File: src/rtl/serial_subtractor_pkg.sv
// Shared definitions for the bit-serial subtractor: default width, FSM encoding
// and the bit-counter width helper.
package serial_subtractor_pkg;

    localparam int unsigned DEFAULT_WIDTH = 32;

    typedef enum logic [1:0] {
        IDLE = 2'b00,
        RUN  = 2'b01,
        FIN  = 2'b10
    } state_t;

    // Never returns 0 bits, so the counter stays legal for tiny widths.
    function automatic int unsigned cnt_width(input int unsigned width);
        return (width > 1) ? $clog2(width) : 1;
    endfunction

endpackage

File: src/rtl/serial_subtractor_if.sv
// START/DONE handshake and operand/result bus of serial_subtractor.
// The OVF signal exists only when SERIAL_SUB_SIGNED_OVF_EN is defined.
interface serial_subtractor_if
    import serial_subtractor_pkg::*;
#(
    parameter int unsigned WIDTH = DEFAULT_WIDTH
);

    logic             START;
    logic [WIDTH-1:0] A;
    logic [WIDTH-1:0] B;
    logic [WIDTH-1:0] D;
    logic             BOUT;
    logic             Z;
    logic             BUSY;
    logic             DONE;

`ifdef SERIAL_SUB_SIGNED_OVF_EN
    logic             OVF;

    modport master (
        output START, A, B,
        input  D, BOUT, Z, BUSY, DONE, OVF
    );

    modport slave (
        input  START, A, B,
        output D, BOUT, Z, BUSY, DONE, OVF
    );
`else
    modport master (
        output START, A, B,
        input  D, BOUT, Z, BUSY, DONE
    );

    modport slave (
        input  START, A, B,
        output D, BOUT, Z, BUSY, DONE
    );
`endif

endinterface

File: src/rtl/full_subtractor_bit.sv
// One-bit full subtractor (a - b - bin) built from two half-subtractor stages
// whose borrows are ORed together.
module full_subtractor_bit (
    input  logic a,
    input  logic b,
    input  logic bin,
    output logic d,
    output logic bout
);

    logic hs1_d;
    logic hs1_b;
    logic hs2_b;

    always_comb begin
        hs1_d = a ^ b;
        hs1_b = ~a & b;
        d     = hs1_d ^ bin;
        hs2_b = ~hs1_d & bin;
        bout  = hs1_b | hs2_b;
    end

endmodule

File: src/rtl/serial_subtractor.sv
// Bit-serial unsigned subtractor D = A - B, one bit per clock, LSB first.
// Defining SERIAL_SUB_SIGNED_OVF_EN adds the signed-overflow flag OVF.
module serial_subtractor
    import serial_subtractor_pkg::*;
#(
    parameter int unsigned WIDTH = DEFAULT_WIDTH
) (
    input  logic                CLK,
    input  logic                RST,
    serial_subtractor_if.slave  bus
);

    localparam int unsigned CNT_W = cnt_width(WIDTH);

    state_t           state;
    state_t           state_nxt;

    logic [WIDTH-1:0] a_sh;
    logic [WIDTH-1:0] b_sh;
    logic [WIDTH-1:0] d_sh;
    logic [WIDTH-1:0] d_sh_nxt;
    logic             borrow;
    logic [CNT_W-1:0] cnt;

    logic             bit_d;
    logic             bit_bout;
    logic             accept;
    logic             last_bit;

`ifdef SERIAL_SUB_SIGNED_OVF_EN
    logic             a_msb;
    logic             b_msb;
`endif

    full_subtractor_bit u_bit (
        .a    (a_sh[0]),
        .b    (b_sh[0]),
        .bin  (borrow),
        .d    (bit_d),
        .bout (bit_bout)
    );

    always_comb begin
        accept   = bus.START && ((state == IDLE) || (state == FIN));
        last_bit = (state == RUN) && (cnt == CNT_W'(WIDTH - 1));
        // New bit enters at the MSB; after WIDTH shifts bit i sits at index i.
        d_sh_nxt = WIDTH'({bit_d, d_sh} >> 1);
    end

    always_ff @(posedge CLK or negedge RST) begin
        if (!RST) begin
            state <= IDLE;
        end else begin
            state <= state_nxt;
        end
    end

    always_comb begin
        state_nxt = state;
        unique case (state)
            IDLE:    if (bus.START) state_nxt = RUN;
            RUN:     if (last_bit)  state_nxt = FIN;
            FIN:     state_nxt = bus.START ? RUN : IDLE;
            default: state_nxt = IDLE;
        endcase
    end

    always_comb begin
        bus.BUSY = (state == RUN);
        bus.DONE = (state == FIN);
    end

    // Visible results load together with the last bit so they are valid while DONE is high.
    always_ff @(posedge CLK or negedge RST) begin
        if (!RST) begin
            a_sh     <= '0;
            b_sh     <= '0;
            d_sh     <= '0;
            borrow   <= 1'b0;
            cnt      <= '0;
            bus.D    <= '0;
            bus.BOUT <= 1'b0;
            bus.Z    <= 1'b1;
        end else if (accept) begin
            a_sh   <= bus.A;
            b_sh   <= bus.B;
            borrow <= 1'b0;
            cnt    <= '0;
        end else if (state == RUN) begin
            a_sh   <= a_sh >> 1;
            b_sh   <= b_sh >> 1;
            d_sh   <= d_sh_nxt;
            borrow <= bit_bout;
            cnt    <= cnt + 1'b1;
            if (last_bit) begin
                bus.D    <= d_sh_nxt;
                bus.BOUT <= bit_bout;
                bus.Z    <= (d_sh_nxt == '0);
            end
        end
    end

`ifdef SERIAL_SUB_SIGNED_OVF_EN
    always_ff @(posedge CLK or negedge RST) begin
        if (!RST) begin
            a_msb   <= 1'b0;
            b_msb   <= 1'b0;
            bus.OVF <= 1'b0;
        end else if (accept) begin
            a_msb <= bus.A[WIDTH-1];
            b_msb <= bus.B[WIDTH-1];
        end else if (last_bit) begin
            bus.OVF <= (a_msb != b_msb) && (bit_d != a_msb);
        end
    end
`endif

endmodule

File: src/flat_wrapper.sv
// flat-port wrapper written by rule: the top's interface ports become plain ports
module serial_subtractor_flat import serial_subtractor_pkg::*;
#(
    parameter int unsigned WIDTH = DEFAULT_WIDTH
)
  (CLK, RST, bus_START, bus_A, bus_B, bus_D, bus_BOUT, bus_Z, bus_BUSY, bus_DONE);
  serial_subtractor_if #(.WIDTH(WIDTH)) bus_i ();
  input  logic CLK;
  input  logic RST;
  input wire logic [$bits(bus_i.START)-1:0] bus_START;
  input wire logic [$bits(bus_i.A)-1:0] bus_A;
  input wire logic [$bits(bus_i.B)-1:0] bus_B;
  output wire logic [$bits(bus_i.D)-1:0] bus_D;
  output wire logic [$bits(bus_i.BOUT)-1:0] bus_BOUT;
  output wire logic [$bits(bus_i.Z)-1:0] bus_Z;
  output wire logic [$bits(bus_i.BUSY)-1:0] bus_BUSY;
  output wire logic [$bits(bus_i.DONE)-1:0] bus_DONE;
  assign bus_i.START = bus_START;
  assign bus_i.A = bus_A;
  assign bus_i.B = bus_B;
  assign bus_D = bus_i.D;
  assign bus_BOUT = bus_i.BOUT;
  assign bus_Z = bus_i.Z;
  assign bus_BUSY = bus_i.BUSY;
  assign bus_DONE = bus_i.DONE;
  serial_subtractor #(.WIDTH(WIDTH)) u_core (.CLK(CLK), .RST(RST), .bus(bus_i));
endmodule
File: config.mk
export PLATFORM = sky130hd
export DESIGN_NAME = serial_subtractor_flat
export DESIGN_NICKNAME = d
export VERILOG_FILES = /design/src/rtl/serial_subtractor_pkg.sv /design/src/rtl/serial_subtractor_if.sv /design/src/rtl/full_subtractor_bit.sv /design/src/rtl/serial_subtractor.sv /design/src/flat_wrapper.sv
export SDC_FILE = /design/constraint.sdc
export NUM_CORES = 1
export LEC_CHECK = 0
export ABC_AREA = 1
export ABC_CLOCK_PERIOD_IN_PS = 1800
export CORE_ASPECT_RATIO = 0.75
export CORE_MARGIN = 2
export CORE_UTILIZATION = 50
export CTS_BUF_LIST = sky130_fd_sc_hd__clkbuf_4 sky130_fd_sc_hd__clkbuf_8 sky130_fd_sc_hd__clkbuf_16
export DETAILED_ROUTE_END_ITERATION = 16
export HOLD_SLACK_MARGIN = 0.12
export PLACE_DENSITY = 0.76
export SYNTH_ARGS = -nofsm -noshare
export SYNTH_HDL_FRONTEND = slang
export SYNTH_SLANG_ARGS = --single-unit
File: constraint.sdc
create_clock -name CLK -period 1.8 [get_ports CLK]
set_input_delay 0.27 -clock CLK [delete_from_list [all_inputs] [get_ports CLK]]
set_output_delay 0.27 -clock CLK [all_outputs]
set_load 0.02 [all_outputs]
==> results of run 1 <==
==> what timing repair did <==
| item | CTS | global route |
|---|---|---|
| endpoints found under the hold margin | 41 | 0 |
| setup buffers | 0 | 0 |
| hold buffers | 1 | 0 |
| resized for setup | 3 | 0 |
| setup endpoints to repair | 3 | 4 |
==> synth_stat cells <==
library cell    n  area (µm²)
a21oi_1        30         150
a22o_1          2        17.5
buf_2          13        65.1
buf_4           1        7.51
buf_6           5        56.3
buf_8           1        15.0
clkbuf_1       17        63.8
clkbuf_4        1        7.51
dfrtp_1       136        3400
dfstp_2         1        26.3
fa_1            1        20.0
ha_1            2        25.0
inv_1          69         259
inv_2           2        7.51
nand2_1       123         462
nand2_2         1        6.26
nand2_4         2        22.5
nand3_1         1        5.00
nand3_2         1        10.0
nand4_1         2        12.5
nor2_1         50         188
o211ai_1        2        15.0
o211ai_2        1        12.5
o21ai_0       160         801
o21ai_1        18        90.1
o22ai_1         5        31.3
or2_0           1        6.26
==> cell type report <==
| cell class | count | area [µm²] |
|---|---|---|
| Inverter | 71 | 267 |
| Tap cell | 140 | 175 |
| Fill cell | 845 | 3580 |
| Clock buffer | 24 | 484 |
| Timing Repair Buffer | 115 | 1220 |
| Sequential cell | 137 | 3430 |
| Clock inverter | 8 | 72.6 |
| Multi-Input combinational cell | 402 | 1880 |
==> worst max-delay path, delay by kind of cell (launching register included) <==
family	cells	cell delay (ns)
and+or+nand+nor	3	0.44
buffers and inverters	2	0.54
AOI/OAI and AO/OA	1	0.06
DFF	1	0.44
==> final timing paths <==
check / from / to / depth (start not counted)
setup reg to reg: u_core.state[0]$_DFFE_PN0P_ / u_core.b_sh[6]$_DFFE_PN0P_ / 6
hold / removal: RST / u_core.a_sh[9]$_DFFE_PN0P_ / 2
hold reg to reg: u_core.bus.Z$_DFFE_PN1P_ / u_core.bus.Z$_DFFE_PN1P_ / 2
max in group asynchronous: RST / u_core.bus.Z$_DFFE_PN1P_ / 3
min in group CLK: bus_B[31] / u_core.b_sh[31]$_DFFE_PN0P_ / 3
setup / recovery: u_core.state[0]$_DFFE_PN0P_ / u_core.b_sh[6]$_DFFE_PN0P_ / 6
==> metal layers <==
| layer | vias to the layer above | routed length [µm] | part of all wire [%] | track usage, % |
|---|---|---|---|---|
| li1 | 2288 | - | - | - |
| met1 | 2281 | 6000 | 46 | 31.1 |
| met2 | 119 | 6270 | 48 | 33.8 |
| met3 | 22 | 631 | 4.8 | 5.34 |
| met4 | 0 | 207 | 1.6 | 6.76 |
| met5 | - | 0 | 0 | 0 |
==> kinds of logic after synthesis <==
logic type	share of synthesized area, %
AOI/OAI and AO/OA	19.3
DFF	59.3
and+or+nand+nor	12.3
adders and majority gates	0.778
buffers and inverters	8.33
==> state kept, by name, indices dropped and copies added, names as in the netlist <==
name / cells
u_core.a_sh: 32
u_core.cnt: 5
u_core.state: 2
u_core.borrow: 1
u_core.d_sh: 31
u_core.bus.D: 32
u_core.bus.Z: 1
u_core.b_sh: 32
u_core.bus.BOUT: 1
==> power by group through the flow <==
stage               combinational (mW)  sequential (mW)  clock (mW)
floorplan                         2.59             4.90           0
global placement                  3.73             4.85           0
detailed placement                3.91             4.88           0
CTS                               3.98             4.86        3.29
global route                      4.51             4.99        3.44
finish                            3.95             4.87        3.26
==> qor.txt, run 1 <==
Pin count of the biggest net entering global routing: 117
Post-Layout Cell Count: 897
Clock Root Buffer: clkbuf_16
Hpwl dp: 8310 µm
Worst skew pair latency: 0.41 ns
Flop pwr share: 40.3%
Post-place setup slack: 0.141 ns
Global-route wire length before repair: 21900 µm
P_sw: 4.22 mW
Pre-antenna DRT Iters: 5
Fin worst setup slack: 0.0584 ns
VDD IR max: 948 µV
Cell-internal power: 7.87 mW
Final ANT Viol Nets: 0
Number of max-cap violations: 0
Skew final: 0.00980 ns
Crit path kind: reg2reg
Sequential share of the synthesized area: 59.3%
Starting Density: 52.1%
Die Span X: 128 µm
HP Class: in2async
Mapped Nets: 718
Comb pwr share: 32.7%
CP peak stage delay: 0.44 ns
Yosys reg bits: 137
Max-slew headroom: 67.4%
Placed cell areas: 0.00696 mm²
Hold Worst Slack: 0.364 ns
R2r setup slk: 0.06 ns
Cell area after layout: 0.00753 mm²
Tcrit/Tclk final: 96.8%
Initial antenna violation count: 0
Clk sink count: 137
Number of I/O pins: 103
Layout cells sized above 1: 7.00%
Tightest Pin Transition: 0.489 ns
Full die area: 0.0125 mm²
CP endpoint kind: flip-flop
Synth Cell Area: 0.00579 mm²
DR WL/cell: 14.6 µm
Critical-path cell list: nand2_4, buf_12, nand2_4, buf_12, nor2_1, a21oi_1
Die H: 97.2 µm
Clock group share of total power: 27.0%
Critical Path RT: 2.08 ns
Port bufs: 102
Fin nets: 814
Synth-to-layout area growth: 30.1%
FP Rows: 33
Core Area: 0.0111 mm²
Hold Vio Cnt, Final: 0
Worst path arrival time: 2.02 ns
Sw frac: 34.9%
Most frequent cells in the layout: 160 x o21ai_0, 136 x dfrtp_1, 123 x nand2_1
YS warnings: 0
Number of library cell types mapped by synthesis: 27
Crit path time final: 1.74 ns
Cell area power density: 1610 mW/mm²
Gp weighted congestion: 0.796
Clock buffer depth: 2
Slowest CP cell: dfrtp_1
Vias in the first global route: 4414
Core Util, Final: 67.8%
Antenna diodes: 0
Post-Route Setup TNS: 0 ns
CTS H-tree depth: 4
Inst Count DP: 864
CTS tree: done
Cells after synthesis: 648
Overall power: 12.1 mW
Overflow after GRT: 0
Vias post-DR: 4710
Vias per cell: 5.25
Final Max Slew Viols: 0
Drt initial violations: 439
Clock slew at reported path FFs: 0.06 ns
Leakage power: 3.38 nW
Critical Path Start Type: flip-flop
Syn avg cell area: 8.93 µm²
Final setup viols: 0
RSZ-0062 raised after global routing: yes
DRC Markers: 0
Max FO, Critical Path: 116
Status: complete, no violations
Fmax: 574 MHz
Commonest non-fill, non-tap cell in the layout: o21ai_0
DRT Wirelength: 13100 µm
Num CTS Buffers: 17
Total global-route track usage: 22.0%
Note: power is estimated with default switching activity, not from simulation.
==> run 2: changes to the inputs <==
--- a/config.mk
+++ b/config.mk
@@ -14,6 +14,7 @@
 export DETAILED_ROUTE_END_ITERATION = 16
 export HOLD_SLACK_MARGIN = 0.12
 export PLACE_DENSITY = 0.76
+export REMOVE_ABC_BUFFERS = 1
 export SYNTH_ARGS = -nofsm -noshare
 export SYNTH_HDL_FRONTEND = slang
 export SYNTH_SLANG_ARGS = --single-unit
==> run 2 against run 1 <==
Utilization grew 0.47 points. Clock power grew 9.5%. Register-to-register slack improved by 0.10 ns. Die area unchanged. Global-route usage is 0.56 points higher. Total power up 2.2%. Flip-flop and latch count stayed put. Via count up 0.55%. Combinational power about the same. Fmax rose by 2.7%. Largest cell class unchanged.
==> qor.txt, run 2 (same netlist as run 1, synthesis figures left out) <==
Status: complete, no violations
Global-route wire length before repair: 22500 µm
Tightest Pin Transition: 0.434 ns
Crit path kind: reg2out
Vias in the first global route: 4729
Total global-route track usage: 22.6%
Crit path time final: 1.70 ns
Max-slew headroom: 71.0%
Worst path arrival time: 1.43 ns
Final setup viols: 0
Pin count of the biggest net entering global routing: 81
Final Max Slew Viols: 0
RR Startpoint: u_core.state[0]$_DFFE_PN0P_
DRC Markers: 0
Pre-antenna DRT Iters: 5
Critical Path Start Type: flip-flop
Postcts setup bufs: 0
Critical path buffers and inverters: 3
FP Rows: 33
Skew final: 0.00689 ns
Tcrit/Tclk final: 94.2%
Slowest CP cell: dfrtp_1
Synth-to-layout area growth: 31.0%
Number of max-cap violations: 0
Top flop regs: u_core.a_sh: 32 flops, u_core.b_sh: 32 flops, u_core.bus.D: 32 flops
Fin nets: 818
Max FO, Critical Path: 3
Port bufs: 102
CP endpoint kind: primary output
CP most frequent cell: inv_1
Hold Worst Slack: 0.347 ns
Num CTS Buffers: 17
CTS tree: done
Vias per cell: 5.26
CTS H-tree depth: 4
Hold Vio Cnt, Final: 0
Critical-path cell list: inv_1, nand2_4, inv_1, clkdlybuf4s15_1
Starting Density: 52.1%
Cell area power density: 1630 mW/mm²
Clock slew at reported path FFs: 0.06 ns
Hpwl dp: 8560 µm
Full die area: 0.0125 mm²
HP Class: in2async
Final ANT Viol Nets: 0
Drt initial violations: 438
Overflow after GRT: 0
Core Area: 0.0111 mm²
Clock buffer depth: 2
Initial antenna violation count: 0
CP Launch Point: u_core.state[1]$_DFFE_PN0P_
Clk sink count: 137
Overall power: 12.4 mW
Die Span X: 128 µm
DRT Wirelength: 13100 µm
Clock Root Buffer: clkbuf_16
DR WL/cell: 14.6 µm
Antenna diodes: 0
Die H: 97.2 µm
Gp weighted congestion: 0.792
Critical Path RT: 1.53 ns
Vias post-DR: 4736
RSZ-0062 raised after global routing: no
Post-Route Setup TNS: 0 ns
Most frequent cells in the layout: 160 x o21ai_0, 136 x dfrtp_1, 123 x nand2_1
VDD IR max: 899 µV
Commonest non-fill, non-tap cell in the layout: o21ai_0
Layout cells sized above 1: 7.49%
CP peak stage delay: 0.36 ns
Worst skew pair latency: 0.42 ns
Leakage power: 3.40 nW
Number of I/O pins: 103
CP top delay family: buffers and inverters
Fmax: 590 MHz
-- run 2: cell count changes in the layout (fill, tap and decap cells not counted), moves of 2 or more --
cell,previous run,this run
buf_12,8,5
clkbuf_4,6,0
inv_6,0,2
bufinv_16,1,3
clkinv_4,0,4
buf_4,4,10
-- run 2: path summary, 6_finish.rpt --
| path | cells past startpoint | endpoint | slack (ns) |
|---|---|---|---|
| max in group asynchronous | 3 | u_core.b_sh[7]$_DFFE_PN0P_ | 0.81 |
| worst max-delay path | 4 | bus_BUSY | 0.10 |
| min in group CLK | 3 | u_core.a_sh[12]$_DFFE_PN0P_ | 0.41 |
| worst max register to register | 5 | u_core.b_sh[23]$_DFFE_PN0P_ | 0.16 |
| worst min register to register | 2 | u_core.bus.Z$_DFFE_PN1P_ | 0.47 |
| worst min-delay path | 2 | u_core.d_sh[28]$_DFFE_PN0P_ | 0.35 |
-- run 2: layer usage --
layer	part of all wire [%]	track usage, %	vias to the layer above
li1	-	-	2300
met4	1.3	7.02	0
met2	47	35.0	165
met5	0	0	-
met1	46	31.8	2253
met3	6.4	5.12	18
-- run 2: cell type report --
| cell class | count | area, µm² |
|---|---|---|
| fillers | 839 | 3530 |
| well taps | 140 | 175 |
| flip-flops and latches | 137 | 3430 |
| inverters | 71 | 267 |
| clock buffers | 18 | 439 |
| clock inverters | 14 | 173 |
| repair buffers | 119 | 1220 |
| multi-input cells | 402 | 1880 |
-- run 2: power by group --
group,internal [mW],switching [mW]
Clock,2.22,1.34
Combinational,1.58,2.35
Sequential,4.27,0.587
Total,8.07,4.29
-- run 2: worst register-to-register path: stages (launching register included) --
cell and delay (ns):
dfrtp_1 0.45, nand2_4 0.12, buf_12 0.29, nand2_4 0.21
buf_4 0.25, o21ai_0 0.23
-- run 2: what timing repair did --
item	in CTS	in global routing
setup endpoints to repair	3	11
hold endpoints to repair	41	0
gates resized for setup	3	2
hold buffers	1	0
-- run 2: through the flow --
stage	setup WS [ns]	cells	utilization, %	area [µm²]
final	0.104	901	68.2	7580
after global routing	0.0215	901	68.2	7580
after CTS	0.0791	901	68.2	7570
after detailed placement	0.0442	868	62.6	6960
after global placement	0.138	868	62.6	6960
after floorplan	-0.516	610	-	5570
==> run 3: changes to the inputs <==
--- a/config.mk
+++ b/config.mk
@@ -7,14 +7,17 @@
 export LEC_CHECK = 0
 export ABC_AREA = 1
 export ABC_CLOCK_PERIOD_IN_PS = 1800
+export CAP_MARGIN = 20
 export CORE_ASPECT_RATIO = 0.75
 export CORE_MARGIN = 2
 export CORE_UTILIZATION = 50
 export CTS_BUF_LIST = sky130_fd_sc_hd__clkbuf_4 sky130_fd_sc_hd__clkbuf_8 sky130_fd_sc_hd__clkbuf_16
+export CTS_CLUSTER_DIAMETER = 80
 export DETAILED_ROUTE_END_ITERATION = 16
 export HOLD_SLACK_MARGIN = 0.12
 export PLACE_DENSITY = 0.76
 export REMOVE_ABC_BUFFERS = 1
+export SETUP_SLACK_MARGIN = 0.2
 export SYNTH_ARGS = -nofsm -noshare
 export SYNTH_HDL_FRONTEND = slang
 export SYNTH_SLANG_ARGS = --single-unit
==> run 3 against run 2 <==
Clock skew up 0.0018 ns. Critical path depth is the same. Flip-flop and latch count did not move. Worst setup slack better by 0.14 ns. Fmax is 9.0% higher. Worst hold slack better by 0.0086 ns. Combinational power rose by 5.6%. Clock power about the same. Routed wire length up 3.1%. First-iteration DRC count shrank 2.7%. Die area unchanged. Utilization is 0.80 points higher. Critical path type unchanged. Critical endpoint unchanged. Highest routed layer unchanged.
==> qor.txt, run 3 (same netlist as run 1, synthesis figures left out) <==
Status: complete, no violations
CP endpoint kind: primary output
Commonest non-fill, non-tap cell in the layout: o21ai_0
Flop pwr share: 38.6%
Die H: 97.2 µm
Reg2reg end: u_core.bus.D[26]$_DFFE_PN0P_
Leakage power: 3.52 nW
R2r setup slk: 0.27 ns
Cell area after layout: 0.00767 mm²
CP peak stage delay: 0.37 ns
Total global-route track usage: 22.6%
Critical Path RT: 1.53 ns
CTS H-tree depth: 4
Tcrit/Tclk final: 86.4%
Layout cells sized above 1: 9.38%
RSZ-0062 raised after global routing: yes
WL met3: 834 µm
Final ANT Viol Nets: 0
Port bufs: 102
Worst reg-to-reg path cell count: 8
Core Area: 0.0111 mm²
Drt initial violations: 426
Number of I/O pins: 103
Cell-internal power: 8.18 mW
Vias per cell: 5.32
Placed cell areas: 0.00696 mm²
Die Span X: 128 µm
Vias in the first global route: 4752
RR Startpoint: u_core.cnt[1]$_DFFE_PN0P_
Comb pwr share: 33.0%
Initial antenna violation count: 0
Cell area power density: 1640 mW/mm²
Crit path kind: reg2out
Number of max-cap violations: 0
Hpwl dp: 8560 µm
Final setup viols: 0
Clk sink count: 137
Tightest Pin Transition: 0.449 ns
Pin count of the biggest net entering global routing: 81
Full die area: 0.0125 mm²
Highest Signal Layer: met4
Antenna diodes: 0
Worst path arrival time: 1.29 ns
Starting Density: 52.1%
Worst skew pair latency: 0.41 ns
Synth-to-layout area growth: 32.5%
P_sw: 4.40 mW
Critical-path cell list: inv_2, nand2_4, inv_1, buf_2
CTS tree: done
Skew final: 0.00864 ns
WL met2: 6380 µm
DRC Markers: 0
FP Rows: 33
Clock buffer depth: 2
Final Max Slew Viols: 0
DRT Wirelength: 13600 µm
Top flop regs: u_core.a_sh: 32 flops, u_core.b_sh: 32 flops, u_core.bus.D: 32 flops
Overall power: 12.6 mW
Pre-antenna DRT Iters: 5
Num CTS Buffers: 17
Gp weighted congestion: 0.792
Vias post-DR: 4832
Slowest CP cell: dfrtp_1
Clock slew at reported path FFs: 0.06 ns
Fin nets: 825
Hold Vio Cnt, Final: 0
Most frequent cells in the layout: 154 x o21ai_0, 135 x dfrtp_1, 123 x nand2_1
Overflow after GRT: 0
VDD IR max: 865 µV
Critical Path Start Type: flip-flop
Clock Root Buffer: clkbuf_16
Global-route wire length before repair: 22500 µm
Sw frac: 35.0%
Max FO, Critical Path: 3
HP Class: in2async
Clock group share of total power: 28.4%
Post-Route M1 WL: 6120 µm
Crit path time final: 1.56 ns
Max-slew headroom: 70.0%
DR WL/cell: 14.9 µm
Fmax: 643 MHz
run 3: metal layers:
layer	global-route usage (%)	vias up
li1	-	2318
met1	31.6	2309
met2	35.0	183
met3	5.18	22
met4	7.35	0
met5	0	-
run 3: metrics by stage:
step	setup WS (ns)	hold slack, ns	TNS [ns]	cells	utilization (%)
3_5_place_dp	0.0442	0.232	0	868	62.6
2_1_floorplan	-0.516	-0.0256	-31.66	610	-
5_1_grt	0.152	0.389	0	908	69.0
3_3_place_gp	0.138	0.229	0	868	62.6
6_report	0.244	0.355	0	908	69.0
4_1_cts	0.0791	0.366	0	901	67.9
run 3: area by class of cell:
type / count / area (µm²)
fillers: 842 / 3440
flip-flops and latches: 137 / 3430
multi-input cells: 402 / 1900
repair buffers: 126 / 1280
clock buffers: 18 / 439
inverters: 71 / 267
well taps: 140 / 175
clock inverters: 14 / 173
run 3: worst max-delay path by stage:
| stage | end | cells after the start | start | slack (ns) |
|---|---|---|---|---|
| 2_1_floorplan | u_core.cnt[2]$_DFFE_PN0P_ | 6 | u_core.state[0]$_DFFE_PN0P_ | -0.52 |
| 3_3_place_gp | u_core.b_sh[11]$_DFFE_PN0P_ | 6 | bus_START | 0.14 |
| 3_5_place_dp | u_core.b_sh[15]$_DFFE_PN0P_ | 6 | bus_START | 0.04 |
| 4_1_cts | bus_BUSY | 4 | u_core.state[1]$_DFFE_PN0P_ | 0.08 |
| 5_1_grt | u_core.bus.D[6]$_DFFE_PN0P_ | 8 | u_core.cnt[1]$_DFFE_PN0P_ | 0.15 |
| 6_report | bus_BUSY | 4 | u_core.state[1]$_DFFE_PN0P_ | 0.24 |
run 3: power by group through the flow:
stage               clock network, mW  logic [mW]  registers [mW]
floorplan                           0        2.34            4.91
global placement                    0        3.67            4.83
detailed placement                  0        3.88            4.88
CTS                              3.60        3.87            4.84
global route                     3.76        4.74            4.97
finish                           3.57        4.15            4.86
run 3: critical path: cells and delay by family, from the launching register on:
family	cells	cell delay (ns)
buffers and inverters	3	0.41
DFF	1	0.37
and+or+nand+nor	1	0.10
run 3: repair_timing:
| item | in CTS | in global routing |
|---|---|---|
| gates cloned | 0 | 1 |
| pin swaps | 0 | 4 |
| buffers inserted | 0 | 6 |
| hold buffers | 1 | 0 |
| endpoints found under the hold margin | 41 | 0 |
| resized for setup | 41 | 24 |
| setup endpoints to repair | 57 | 88 |
==> RTL change 1 (config.mk and constraints of run 3) <==
The package constant `DEFAULT_WIDTH` goes from 32 to 40.
--- a/src/rtl/serial_subtractor_pkg.sv
+++ b/src/rtl/serial_subtractor_pkg.sv
@@ -2,7 +2,7 @@
 // and the bit-counter width helper.
 package serial_subtractor_pkg;
 
-    localparam int unsigned DEFAULT_WIDTH = 32;
+    localparam int unsigned DEFAULT_WIDTH = 40;
 
     typedef enum logic [1:0] {
         IDLE = 2'b00,
Interface: changed (resized bus_A, bus_B and bus_D); port bits go from 103 to 127. The function was not compared with the original's and may differ.
==> RTL change 1 against run 3 <==
  * Worst setup slack improved by 0.011 ns
  * Via count up 19%
  * Core utilization down 2.3 points
  * Synthesized area is 25% higher
  * Critical path depth fell by 3
  * Wire length is 17% higher
  * Total power grew 6.4%
  * First-iteration DRC count up 8.2%
  * Sequential cell count up 33
  * Non-clock buffer count grew 25
  * Final area is 21% higher
  * Critical path type unchanged
==> RTL change 1: results (changes against run 3) <==
metric	value	unit	change
run status	completed		unchanged
pre-CTS setup slack	0.171	ns	was 0.0442 ns
synth top area cells	dfrtp_1 (59%), o21ai_0 (11%), nand2_1 (8.2%)		was dfrtp_1 (59%), o21ai_0 (14%), nand2_1 (8.0%)
worst hold slack	0.320	ns	was 0.355 ns
share of layout cells above drive strength 1	7.36	%	was 9.38%
pin count of the biggest net entering global routing	80		was 81
net count reported at finish	1024		was 825
Placed Cells	1112		was 868
top flop regs	u_core.a_sh x40, u_core.b_sh x40, u_core.bus.D x40		was u_core.a_sh x32, u_core.b_sh x32, u_core.bus.D x32
crit path max fanout	2		was 3
initial antenna violation count	0		unchanged
slowest stage delay, CP	0.53	ns	was 0.37 ns
Starting DRT DRC Count	461		was 426
Mapped Cells	819		was 648
critical path arrival	1.27	ns	was 1.29 ns
fin crit period	1.54	ns	was 1.56 ns
wire length on met2	7020	um	was 6380 um
Worst path top cell family by delay	flip-flops		was buffers and inverters
post-synth cell types	25		was 27
DP Wirelength	10500	um	was 8560 um
IO buf count	126		was 102
first-pass GRT wire length	26900	um	was 22500 um
VDD IR max	0.716	mV	was 0.865 mV
gr usage total	22.0	%	was 22.6%
vias in the first global route	5508		was 4752
Placed Area	8710	um^2	was 6960 um^2
commonest cells in the netlist	dfrtp_1 (169), o21ai_0 (162), nand2_1 (157), inv_1 (85), nor2_1 (70)		was o21ai_0 (160), dfrtp_1 (136), nand2_1 (123), inv_1 (69), nor2_1 (50)
met3 WL	807	um	was 834 um
GPL Wtd Cong	0.804		was 0.792
vias per inst	5.00		was 5.32
Synth Area in Compound Gates	19.2	%	was 19.3%
DR vias	5731		was 4832
Setup Skew	0.00686	ns	was 0.00864 ns
sequential fraction of the synthesis area	58.9	%	was 59.3%
CP max-delay cell	dfstp_2		was dfrtp_1
Static Leak	4.26	nW	was 3.52 nW
Slew headroom	73.1	%	was 70.0%
## RTL change 1: final cells by class
| cell class | instances | area (um^2) |
|---|---|---|
| Multi-Input combinational cell | 511 | 2340 |
| Clock inverter | 8 | 110 |
| Inverter | 88 | 333 |
| Tap cell | 195 | 244 |
| Clock buffer | 23 | 495 |
| Fill cell | 1153 | 4640 |
| Timing Repair Buffer | 151 | 1510 |
| Sequential cell | 170 | 4260 |
## RTL change 1: repair_timing
action / in CTS / in global routing
pin swaps: 0 / 4
endpoints found under the hold margin: 36 / 0
hold buffers: 1 / 0
setup endpoints to repair: 44 / 23
gates resized for setup: 44 / 9
buffers inserted: 0 / 2
## RTL change 1: path summary, 6_finish.rpt
path | startpoint | end | cells after the start
min in group CLK | bus_A[16] | u_core.a_sh[16]$_DFFE_PN0P_ | 3
max in group asynchronous | RST | u_core.bus.Z$_DFFE_PN1P_ | 3
worst max-delay path | u_core.bus.Z$_DFFE_PN1P_ | bus_Z | 1
worst min-delay path | RST | u_core.d_sh[26]$_DFFE_PN0P_ | 2
worst max register to register | u_core.a_sh[0]$_DFFE_PN0P_ | u_core.bus.Z$_DFFE_PN1P_ | 8
worst min register to register | u_core.bus.Z$_DFFE_PN1P_ | u_core.bus.Z$_DFFE_PN1P_ | 2
## RTL change 1: per-layer routing
layer | up-vias | GRT usage, %
li1 | 2887 | -
met1 | 2694 | 34.0
met2 | 134 | 31.8
met3 | 16 | 4.78
met5 | - | 0
met4 | 0 | 5.73
## RTL change 1: where the power goes
| part | internal, mW | switching (mW) | total [mW] |
|---|---|---|---|
| logic | 1.63 | 2.36 | 3.98 |
| registers | 5.07 | 0.623 | 5.69 |
| clock network | 2.23 | 1.48 | 3.71 |
| total | 8.93 | 4.46 | 13.4 |
==> RTL change 2 (settings of run 3) <==
Made on the original files. Re-encode `state_t` (3 states) as one-hot, 3 bits wide.
--- a/src/rtl/serial_subtractor_pkg.sv
+++ b/src/rtl/serial_subtractor_pkg.sv
@@ -4,10 +4,10 @@
 
     localparam int unsigned DEFAULT_WIDTH = 32;
 
-    typedef enum logic [1:0] {
-        IDLE = 2'b00,
-        RUN  = 2'b01,
-        FIN  = 2'b10
+    typedef enum logic [2:0] {
+        IDLE = 3'b001,
+        RUN  = 3'b010,
+        FIN  = 3'b100
     } state_t;
 
     // Never returns 0 bits, so the counter stays legal for tiny widths.
Check against the original RTL: same outputs for any inputs over 10 cycles, from zero or initial values and one cycle with RST low; not proved beyond that.
==> RTL change 2 against run 3 <==
  * Wire length increased by 21%
  * Sequential cell count is 1 higher
  * Worst setup slack got worse by 0.082 ns
  * Final area grew 10%
  * Largest power group unchanged
  * Synthesized area up 6.9%
  * Total power down 4.2%
  * Clock power is 6.2% higher
  * Core utilization grew 0.31 points
==> RTL change 2: results (changes against run 3) <==
metric	value	unit	change
# clk buffers	21		was 18
Non-clk bufs	147		was 126
DP Wirelength	8680	um	was 8560 um
vias in the first global route	5342		was 4752
area added between synthesis and finish	36.5	%	was 32.5%
Synth Register Bits	138		was 137
non-clock inverter total of the final layout	48		was 71
synth top area cells	dfrtp_1 (55%), nand2_1 (16%), o21ai_0 (6.6%)		was dfrtp_1 (59%), o21ai_0 (14%), nand2_1 (8.0%)
met3 WL	889	um	was 834 um
commonest cells in the netlist	nand2_1 (268), dfrtp_1 (136), o21ai_0 (82), nand3_1 (72), o21ai_1 (46)		was o21ai_0 (160), dfrtp_1 (136), nand2_1 (123), inv_1 (69), nor2_1 (50)
non-filler instance count after layout	1036		was 908
share of layout cells above drive strength 1	11.4	%	was 9.38%
Psw	4.01	mW	was 4.40 mW
Routed WL	16500	um	was 13600 um
fraction of area in multi-input gates	27.2	%	was 24.8%
fillers	912		was 842
met3 usage	5.10	%	was 5.18%
crit path capture	u_core.bus.D[17]$_DFFE_PN0P_		was bus_BUSY
Clk. pwr	3.79	mW	was 3.57 mW
Placed Cells	973		was 868
Seq/total area	40.9	%	was 44.7%
met2 usage	40.9	%	was 35.0%
die area	13300	um^2	was 12500 um^2
crit path max fanout	13		was 3
pin count of the biggest net entering global routing	65		was 81
most numerous cell in the Yosys netlist	nand2_1		was o21ai_0
net count reported at finish	927		was 825
Avg Inst Size Synth	8.39	um^2	was 8.93 um^2
Clock buf/inv share	7.60	%	was 7.98%
wire length on met2	8100	um	was 6380 um
vias per inst	5.25		was 5.32
PostCTS Resize Cnt	51		was 41
Starting DRT DRC Count	446		was 426
GPL Wtd Cong	0.798		was 0.792
path depth of the worst reg2reg path	10		was 8
run status	completed		unchanged
-- RTL change 2: changes by cell type in the layout (fill, tap and decap cells not counted), sizes merged, moves of 8 or more --
cell and delta:
clkbuf +8, buf +16, nor2 -28, o21ai -50, a21oi -28, nand3 +71
nand2 +146, inv -26
-- RTL change 2: cell families (layout without fill, tap and decap cells) --
logic type | count (synthesis) | count (layout) | synth area share (%)
flops | 138 | 138 | 55.9
fa+ha+maj | 3 | 3 | 0.728
compound gates | 131 | 131 | 10.6
buf+inv | 96 | 227 | 8.17
xor+xnor | 1 | 1 | 0.142
simple gates | 368 | 370 | 24.5
-- RTL change 2: per-stage QoR --
step                power [mW]  setup slack (ns)  hold slack, ns
global placement          7.33             0.143           0.237
CTS                       11.5            0.0453           0.374
global route              12.8            0.0855           0.411
detailed placement        7.52            0.0491           0.245
floorplan                 6.49            -0.739         -0.0256
finish                    12.1             0.163           0.383
